==> src/rtl/alu_cmd_sequencer.sv <==
// -----------------------------------------------------------------------------
// alu_cmd_sequencer
//
// Initiator for the BreadBoard ALU command interface. A request is accepted
// over a valid/ready handshake, and its operands and command are driven onto
// the ALU's combinational inputs. The inputs are held for SETTLE_CYCLES
// clocks, then the result and overflow flag are captured. Finally they are
// returned over a valid/ready response handshake.
//
// Handshake rule (both sides): a transfer happens on a rising clk edge where
// valid && ready are both high. Once valid is raised, the payload stays stable
// until that transfer.
//
// Ports:
//   clk, rst_n              clock, asynchronous active-low reset
//   req_valid/req_ready     request handshake
//   req_op                  00=ADD, 01=SUB, 1x=illegal
//   req_a, req_b            16-bit operands
//   alu_a, alu_b            operands driven to the ALU
//   alu_command             4-bit ALU command (CMD_IDLE when inactive)
//   alu_result, alu_error   ALU sign-extended result and overflow flag
//   rsp_valid/rsp_ready     response handshake
//   rsp_result, rsp_error   captured ALU result and overflow flag
//   rsp_illegal, rsp_op     illegal-op marker and echoed op
//   txn_count               completed-response counter (wraps)
//   dbg_state               current FSM state, for observation
// -----------------------------------------------------------------------------
module alu_cmd_sequencer #(
   parameter int         SETTLE_CYCLES = 4,
   parameter logic [3:0] CMD_ADD       = 4'b0001,
   parameter logic [3:0] CMD_SUB       = 4'b0101,
   parameter logic [3:0] CMD_IDLE      = 4'b0000
) (
   input  logic        clk,
   input  logic        rst_n,
   input  logic        req_valid,
   output logic        req_ready,
   input  logic [1:0]  req_op,
   input  logic [15:0] req_a,
   input  logic [15:0] req_b,
   output logic [15:0] alu_a,
   output logic [15:0] alu_b,
   output logic [3:0]  alu_command,
   input  logic [31:0] alu_result,
   input  logic        alu_error,
   output logic        rsp_valid,
   input  logic        rsp_ready,
   output logic [31:0] rsp_result,
   output logic        rsp_error,
   output logic        rsp_illegal,
   output logic [1:0]  rsp_op,
   output logic [7:0]  txn_count,
   output logic [1:0]  dbg_state
);

   typedef enum logic [1:0] {
      IDLE    = 2'd0,
      SETTLE  = 2'd1,
      CAPTURE = 2'd2,
      RESPOND = 2'd3
   } state_t;

   // The counter is loaded with SETTLE_CYCLES-1 on acceptance. The FSM then
   // leaves SETTLE on the cycle the counter reads zero. This gives exactly
   // SETTLE_CYCLES clocks from the handshake to CAPTURE entry.
   localparam logic [3:0] SETTLE_LOAD = 4'(SETTLE_CYCLES - 1);

   state_t      state_q, state_d;
   logic [15:0] alu_a_q, alu_a_d;
   logic [15:0] alu_b_q, alu_b_d;
   logic [3:0]  alu_cmd_q, alu_cmd_d;
   logic [3:0]  cnt_q, cnt_d;
   logic [1:0]  op_q, op_d;
   logic [31:0] rsp_result_q, rsp_result_d;
   logic        rsp_error_q, rsp_error_d;
   logic        rsp_illegal_q, rsp_illegal_d;
   logic [1:0]  rsp_op_q, rsp_op_d;
   logic [7:0]  txn_count_q, txn_count_d;

   always_ff @(posedge clk or negedge rst_n) begin
      if (!rst_n) begin
         state_q       <= IDLE;
         alu_a_q       <= '0;
         alu_b_q       <= '0;
         alu_cmd_q     <= CMD_IDLE;
         cnt_q         <= '0;
         op_q          <= '0;
         rsp_result_q  <= '0;
         rsp_error_q   <= 1'b0;
         rsp_illegal_q <= 1'b0;
         rsp_op_q      <= '0;
         txn_count_q   <= '0;
      end else begin
         state_q       <= state_d;
         alu_a_q       <= alu_a_d;
         alu_b_q       <= alu_b_d;
         alu_cmd_q     <= alu_cmd_d;
         cnt_q         <= cnt_d;
         op_q          <= op_d;
         rsp_result_q  <= rsp_result_d;
         rsp_error_q   <= rsp_error_d;
         rsp_illegal_q <= rsp_illegal_d;
         rsp_op_q      <= rsp_op_d;
         txn_count_q   <= txn_count_d;
      end
   end

   always_comb begin
      state_d       = state_q;
      alu_a_d       = alu_a_q;
      alu_b_d       = alu_b_q;
      alu_cmd_d     = alu_cmd_q;
      cnt_d         = cnt_q;
      op_d          = op_q;
      rsp_result_d  = rsp_result_q;
      rsp_error_d   = rsp_error_q;
      rsp_illegal_d = rsp_illegal_q;
      rsp_op_d      = rsp_op_q;
      txn_count_d   = txn_count_q;

      case (state_q)
         IDLE: begin
            if (req_valid) begin
               if (!req_op[1]) begin
                  alu_a_d   = req_a;
                  alu_b_d   = req_b;
                  alu_cmd_d = req_op[0] ? CMD_SUB : CMD_ADD;
                  op_d      = req_op;
                  cnt_d     = SETTLE_LOAD;
                  state_d   = SETTLE;
               end else begin
                  // Illegal op: the ALU is never touched, and the response
                  // is built directly.
                  rsp_result_d  = '0;
                  rsp_error_d   = 1'b0;
                  rsp_illegal_d = 1'b1;
                  rsp_op_d      = req_op;
                  state_d       = RESPOND;
               end
            end
         end
         SETTLE: begin
            if (cnt_q == 4'd0) begin
               state_d = CAPTURE;
            end else begin
               cnt_d = cnt_q - 4'd1;
            end
         end
         CAPTURE: begin
            rsp_result_d  = alu_result;
            rsp_error_d   = alu_error;
            rsp_illegal_d = 1'b0;
            rsp_op_d      = op_q;
            alu_cmd_d     = CMD_IDLE;
            state_d       = RESPOND;
         end
         RESPOND: begin
            if (rsp_ready) begin
               txn_count_d = txn_count_q + 8'd1;
               state_d     = IDLE;
            end
         end
         default: state_d = IDLE;
      endcase
   end

   assign req_ready   = (state_q == IDLE);
   assign rsp_valid   = (state_q == RESPOND);
   assign alu_a       = alu_a_q;
   assign alu_b       = alu_b_q;
   assign alu_command = alu_cmd_q;
   assign rsp_result  = rsp_result_q;
   assign rsp_error   = rsp_error_q;
   assign rsp_illegal = rsp_illegal_q;
   assign rsp_op      = rsp_op_q;
   assign txn_count   = txn_count_q;
   assign dbg_state   = state_q;

endmodule
==> config.mk <==
export PLATFORM = sky130hd
export DESIGN_NAME = alu_cmd_sequencer
export DESIGN_NICKNAME = d
export VERILOG_FILES = /design/src/rtl/alu_cmd_sequencer.sv
export SDC_FILE = /design/constraint.sdc
export NUM_CORES = 1
export LEC_CHECK = 0
export CAP_MARGIN = 5
export CORE_AREA = 2 2 96 98
export DETAILED_ROUTE_END_ITERATION = 8
export DIE_AREA = 0 0 98 100
export HOLD_SLACK_MARGIN = 0.15
export PLACE_DENSITY = 0.78
export SETUP_SLACK_MARGIN = 0.4
export SLEW_MARGIN = 20
export SYNTH_ARGS = -nofsm -noshare
export SYNTH_HDL_FRONTEND = slang
export SYNTH_SLANG_ARGS = --single-unit
==> constraint.sdc <==
create_clock -name clk -period 2.2 [get_ports clk]
set_input_delay 0.22 -clock clk [delete_from_list [all_inputs] [get_ports clk]]
set_output_delay 0.22 -clock clk [all_outputs]
set_load 0.1 [all_outputs]
# == Word-level counts from Yosys, hierarchy flattened ==
# Cells that the tools add are included.
# classes
addsub,2
multipliers,0
div_mod_pow,0
order_cmp,0
eq_ne,9
shift,0
mux,25
n_bitwise,1
reduce_logical,10
# ops
operator,n
32-bit 2-to-1 mux,2
32-bit case mux with 2 select lines,1
4-bit 2-to-1 mux,5
4-bit case mux with 2 select lines,2
2-bit 2-to-1 mux,6
3-bit AND reduction,4
8-bit by 1-bit adder with 8-bit output (second input constant),1
2-bit != test (second input constant),4
2-bit case mux with 4 select lines,1
2-bit equality test (second input constant),2
4-bit logical NOT,1
1-bit 2-to-1 mux,4
2-bit by 1-bit != test with 1-bit output (second input constant),2
1-bit case mux with 2 select lines,2
2-bit case mux with 2 select lines,1
4-bit AND reduction,1
2-bit nonzero test,2
4-bit by 1-bit subtractor with 4-bit output (second input constant),1
3-bit 2-to-1 mux,1
2-bit by 1-bit equality test with 1-bit output (second input constant),1
2-bit logical NOT,1
2-bit AND reduction,1
1-bit inverter,1
# totals
regBits,87
latch_bits,0
ramBits,0
romBits,0
output_inout_bits,84
n_memories,0

# == Logic depth before layout (Yosys ltp) ==
# logic_depth
ltp_word,4
mapped_depth,9
depth_no_buf,6

# == Worst setup path after synthesis ==
# OpenSTA, ideal clock, no wires.
# synth_timing
path_kind,register to register
start,register state_q[0] (netlist: dbg_state[0])
end,register alu_a_q[1] (netlist: alu_a[1])
setup_ns,0.125
t_arrival_ns,2.799
required_ns,2.075
slack_ns,-0.725
stages_incl_launch_ff,8
n_path_buf,3
synth_period_minus_slack_ns,2.925
path_cell_list,dfrtp_1 > inv_1 > ha_1 > buf_6 > and3b_1 > buf_6 > buf_6 > mux2_2
# synth_between
elab_chain_cells,2
# synth_rtl
item,line_no,source
"start, declared",68,"state_t state_q, state_d;"
"start signal, assigned",94,state_q <= state_d;
2-bit logical NOT,--,
named net req_ready,37,"output logic req_ready,"
3-bit AND reduction (no source line),--,
"end signal, assigned",95,alu_a_q <= alu_a_d;
"end, declared",69,"logic [15:0] alu_a_q, alu_a_d;"
# The timed path passes the listed nets, and every way through them passes these cells.
# A chain may end at the register's enable or synchronous reset.

# == Final worst setup path ==
# layout_timing
start,register state_q[1] (netlist: dbg_state[1])
end,register alu_b_q[15] (netlist: alu_b[15])
# layout_between
elab_chain_cells,2
# layout_rtl
item,line_no,source
2-bit logical NOT,121,case (state_q)
3-bit AND reduction (no source line),--,
"end signal, assigned",96,alu_b_q <= alu_b_d;
"end, declared",70,"logic [15:0] alu_b_q, alu_b_d;"
# Every way passes these cells.

==> summary.txt <==
Run status -> finished, final reports clean
Crit path to -> alu_b[15]
Clk root buf -> clkbuf_8
Final wirelength -> 8210 um
Critical Path Stages -> 5
Synth Register Bits -> 84
DIE AREA -> 9800 um^2
Gr usage total -> 0.165
Nets@finish -> 542
WS Path Type -> reg -> reg
Vias/cell -> 4.77
Critical Path AT -> 1960 ps
Critical Path RT -> 2430 ps
Initial DRC count -> 84
Met2 usage -> 0.264
Synth unique cells -> 40
CTS tree -> yes
Register area share after synthesis -> 0.588
Unrepaired setup endpoints after global routing -> no
DR vias -> 2,766
Asr flop ratio synth -> 1.00
Share of layout cells above drive strength 1 -> 0.326
Clk_skew -> 7.29 ps
Crit path launch type -> flip-flop
Initial antenna violation count -> 0
Ant. Diodes -> 0
GRT met3 Usage -> 0.0453
Ys Warns -> 0
Antenna viol nets, final -> 0
Core area -> 8890 um^2
Fmax -> 576 MHz
Detailed Routing Iterations Pass 1 -> 4
R2R Path Start -> dbg_state[1]
Gr ovfl total -> 0
Worst Path Max Fanout -> 36
GR Util met1 -> 0.216
PortBufs -> 152
Max transition margin -> 0.665
Cts bufs inserted -> 9
Max stage delay on crit path -> 520 ps
Top delay family on crit path -> flip-flops
Fin area -> 5290 um^2
Fin crit share -> 0.789
Slew Limit Fails -> 0
Worst setup path start -> dbg_state[1]
Clk buf depth -> 2
Cells after synthesis -> 313
Clock transition at the registers of the reported paths -> 80 ps
Setup crit end kind -> flip-flop
Mean post-synth cell area -> 11.4 um^2
EDFF count, synth -> 0
Die X -> 98 um
Synthesized area -> 3580 um^2
Gr busiest metal -> met2
DR DRC count -> 0
DP Area -> 5010 um^2
First-pass GRT wire length -> 13,100 um
Largest net degree at the start of global routing -> 71
Starting Density -> 0.402
Reg2reg end -> alu_b[15]
Critical path buffers and inverters -> 2
Crit-path cells -> inv_4 -> ha_4 -> and3b_2 -> buf_12 -> mux2_2
Vias in the first global route -> 2,768
CP max stage cell -> dfrtp_4
Worst Hold Class -> in -> async
Row Count -> 35
Clock Latency Late Sink -> 340 ps
Top FF cell, synth -> dfrtp_1
Crit path time final -> 1740 ps
DR WL/cell -> 14.2 um
Final Hold Fails -> 0
P&R area growth vs syn -> 47.8%
Reg2reg setup slack -> 460 ps
Commonest non-fill, non-tap cell in the layout -> buf_4
Final setup viols -> 0
Final Wtd Congestion -> 0.852
HPWL after detailed placement -> 5830 um
Max capacitance violation total -> 0
Worst R2R Path Depth -> 5
Worst slew pin tran -> 502 ps
Commonest non-fill, non-tap cells in the layout -> buf_4, dfrtp_1, nand2_1
H-tree levels -> 3
Setup_tns -> 0 ps
I/O Pins -> 155
CTS sink cnt -> 84
Die height -> 100 um
-- per-stage QoR --
stage                     setup WS [ps]  utilization  cells  hold slack, ps
final                               464        0.595    580             380
after global routing                409        0.595    580             425
after CTS                           455        0.589    578             390
after detailed placement            448        0.564    562             223
after global placement              503        0.564    562             218
after floorplan                    64.0            -    314           -75.6
-- sequential cells by signal, indices dropped and copies added, names as in the netlist --
signal / flops
cnt_q: 4
rsp_illegal: 1
txn_count: 8
alu_b: 16
rsp_result: 32
alu_command: 2
rsp_op: 1
op_q: 1
alu_a: 16
dbg_state: 2
rsp_error: 1
-- repair_timing --
item,in CTS,in global routing
hold buffers,1,0
resized for setup,0,3
hold endpoints to repair,37,0
setup endpoints to repair,0,4
buffers inserted,0,1
-- cell type report --
type | count | area (um^2)
clock inverter | 4 | 73.8
inverter | 8 | 35.0
clock buffer | 11 | 141
timing repair buffer | 160 | 1430
multi-input combinational | 202 | 1360
tap | 111 | 139
fill | 747 | 3600
sequential | 84 | 2110
-- layer usage --
| metal | up-vias | share of wire |
|---|---|---|
| met3 | 12 | 0.076 |
| met2 | 108 | 0.47 |
| met1 | 1301 | 0.44 |
| li1 | 1345 | - |
| met4 | 0 | 0.017 |
| met5 | - | 0 |
-- cell families (layout without fill, tap and decap cells) --
| group | count (synthesis) | after routing | synth area share |
|---|---|---|---|
| flops | 84 | 84 | 0.588 |
| compound gates | 50 | 50 | 0.0773 |
| other cells | 1 | 2 | 0.00105 |
| buf+inv | 28 | 183 | 0.0514 |
| xor+xnor | 7 | 7 | 0.0171 |
| fa+ha+maj | 6 | 6 | 0.0210 |
| mux | 39 | 39 | 0.125 |
| simple gates | 98 | 98 | 0.120 |
-- synthesized netlist by cell type (2+ instances only) --
master / number / area (um^2)
ha_1: 6 / 75.1
inv_1: 8 / 30.0
and3_1: 2 / 12.5
dfrtp_1: 84 / 2100
buf_6: 5 / 56.3
nand2_1: 77 / 289
buf_4: 7 / 52.6
mux2_2: 32 / 360
o22ai_1: 2 / 12.5
a22oi_1: 2 / 15.0
o21ai_1: 7 / 35.0
xnor2_1: 7 / 61.3
mux2_4: 3 / 45.0
clkbuf_1: 3 / 11.3
clkbuf_2: 4 / 20.0
o21ai_0: 31 / 155
nand4_1: 3 / 18.8
mux2i_1: 4 / 40.0
a21oi_1: 2 / 10.0
nor2_1: 4 / 15.0
-- worst min-delay path by stage --
stage,from,to
2_1_floorplan,rst_n,alu_a[0]
3_3_place_gp,rst_n,alu_b[7]
3_5_place_dp,rst_n,alu_b[7]
4_1_cts,rst_n,alu_b[7]
5_1_grt,rst_n,alu_b[7]
6_report,rst_n,alu_b[7]
Power is left out: the tool's default activity adds up to more than one toggle a clock period on the data nets, which glitch-free logic cannot reach.
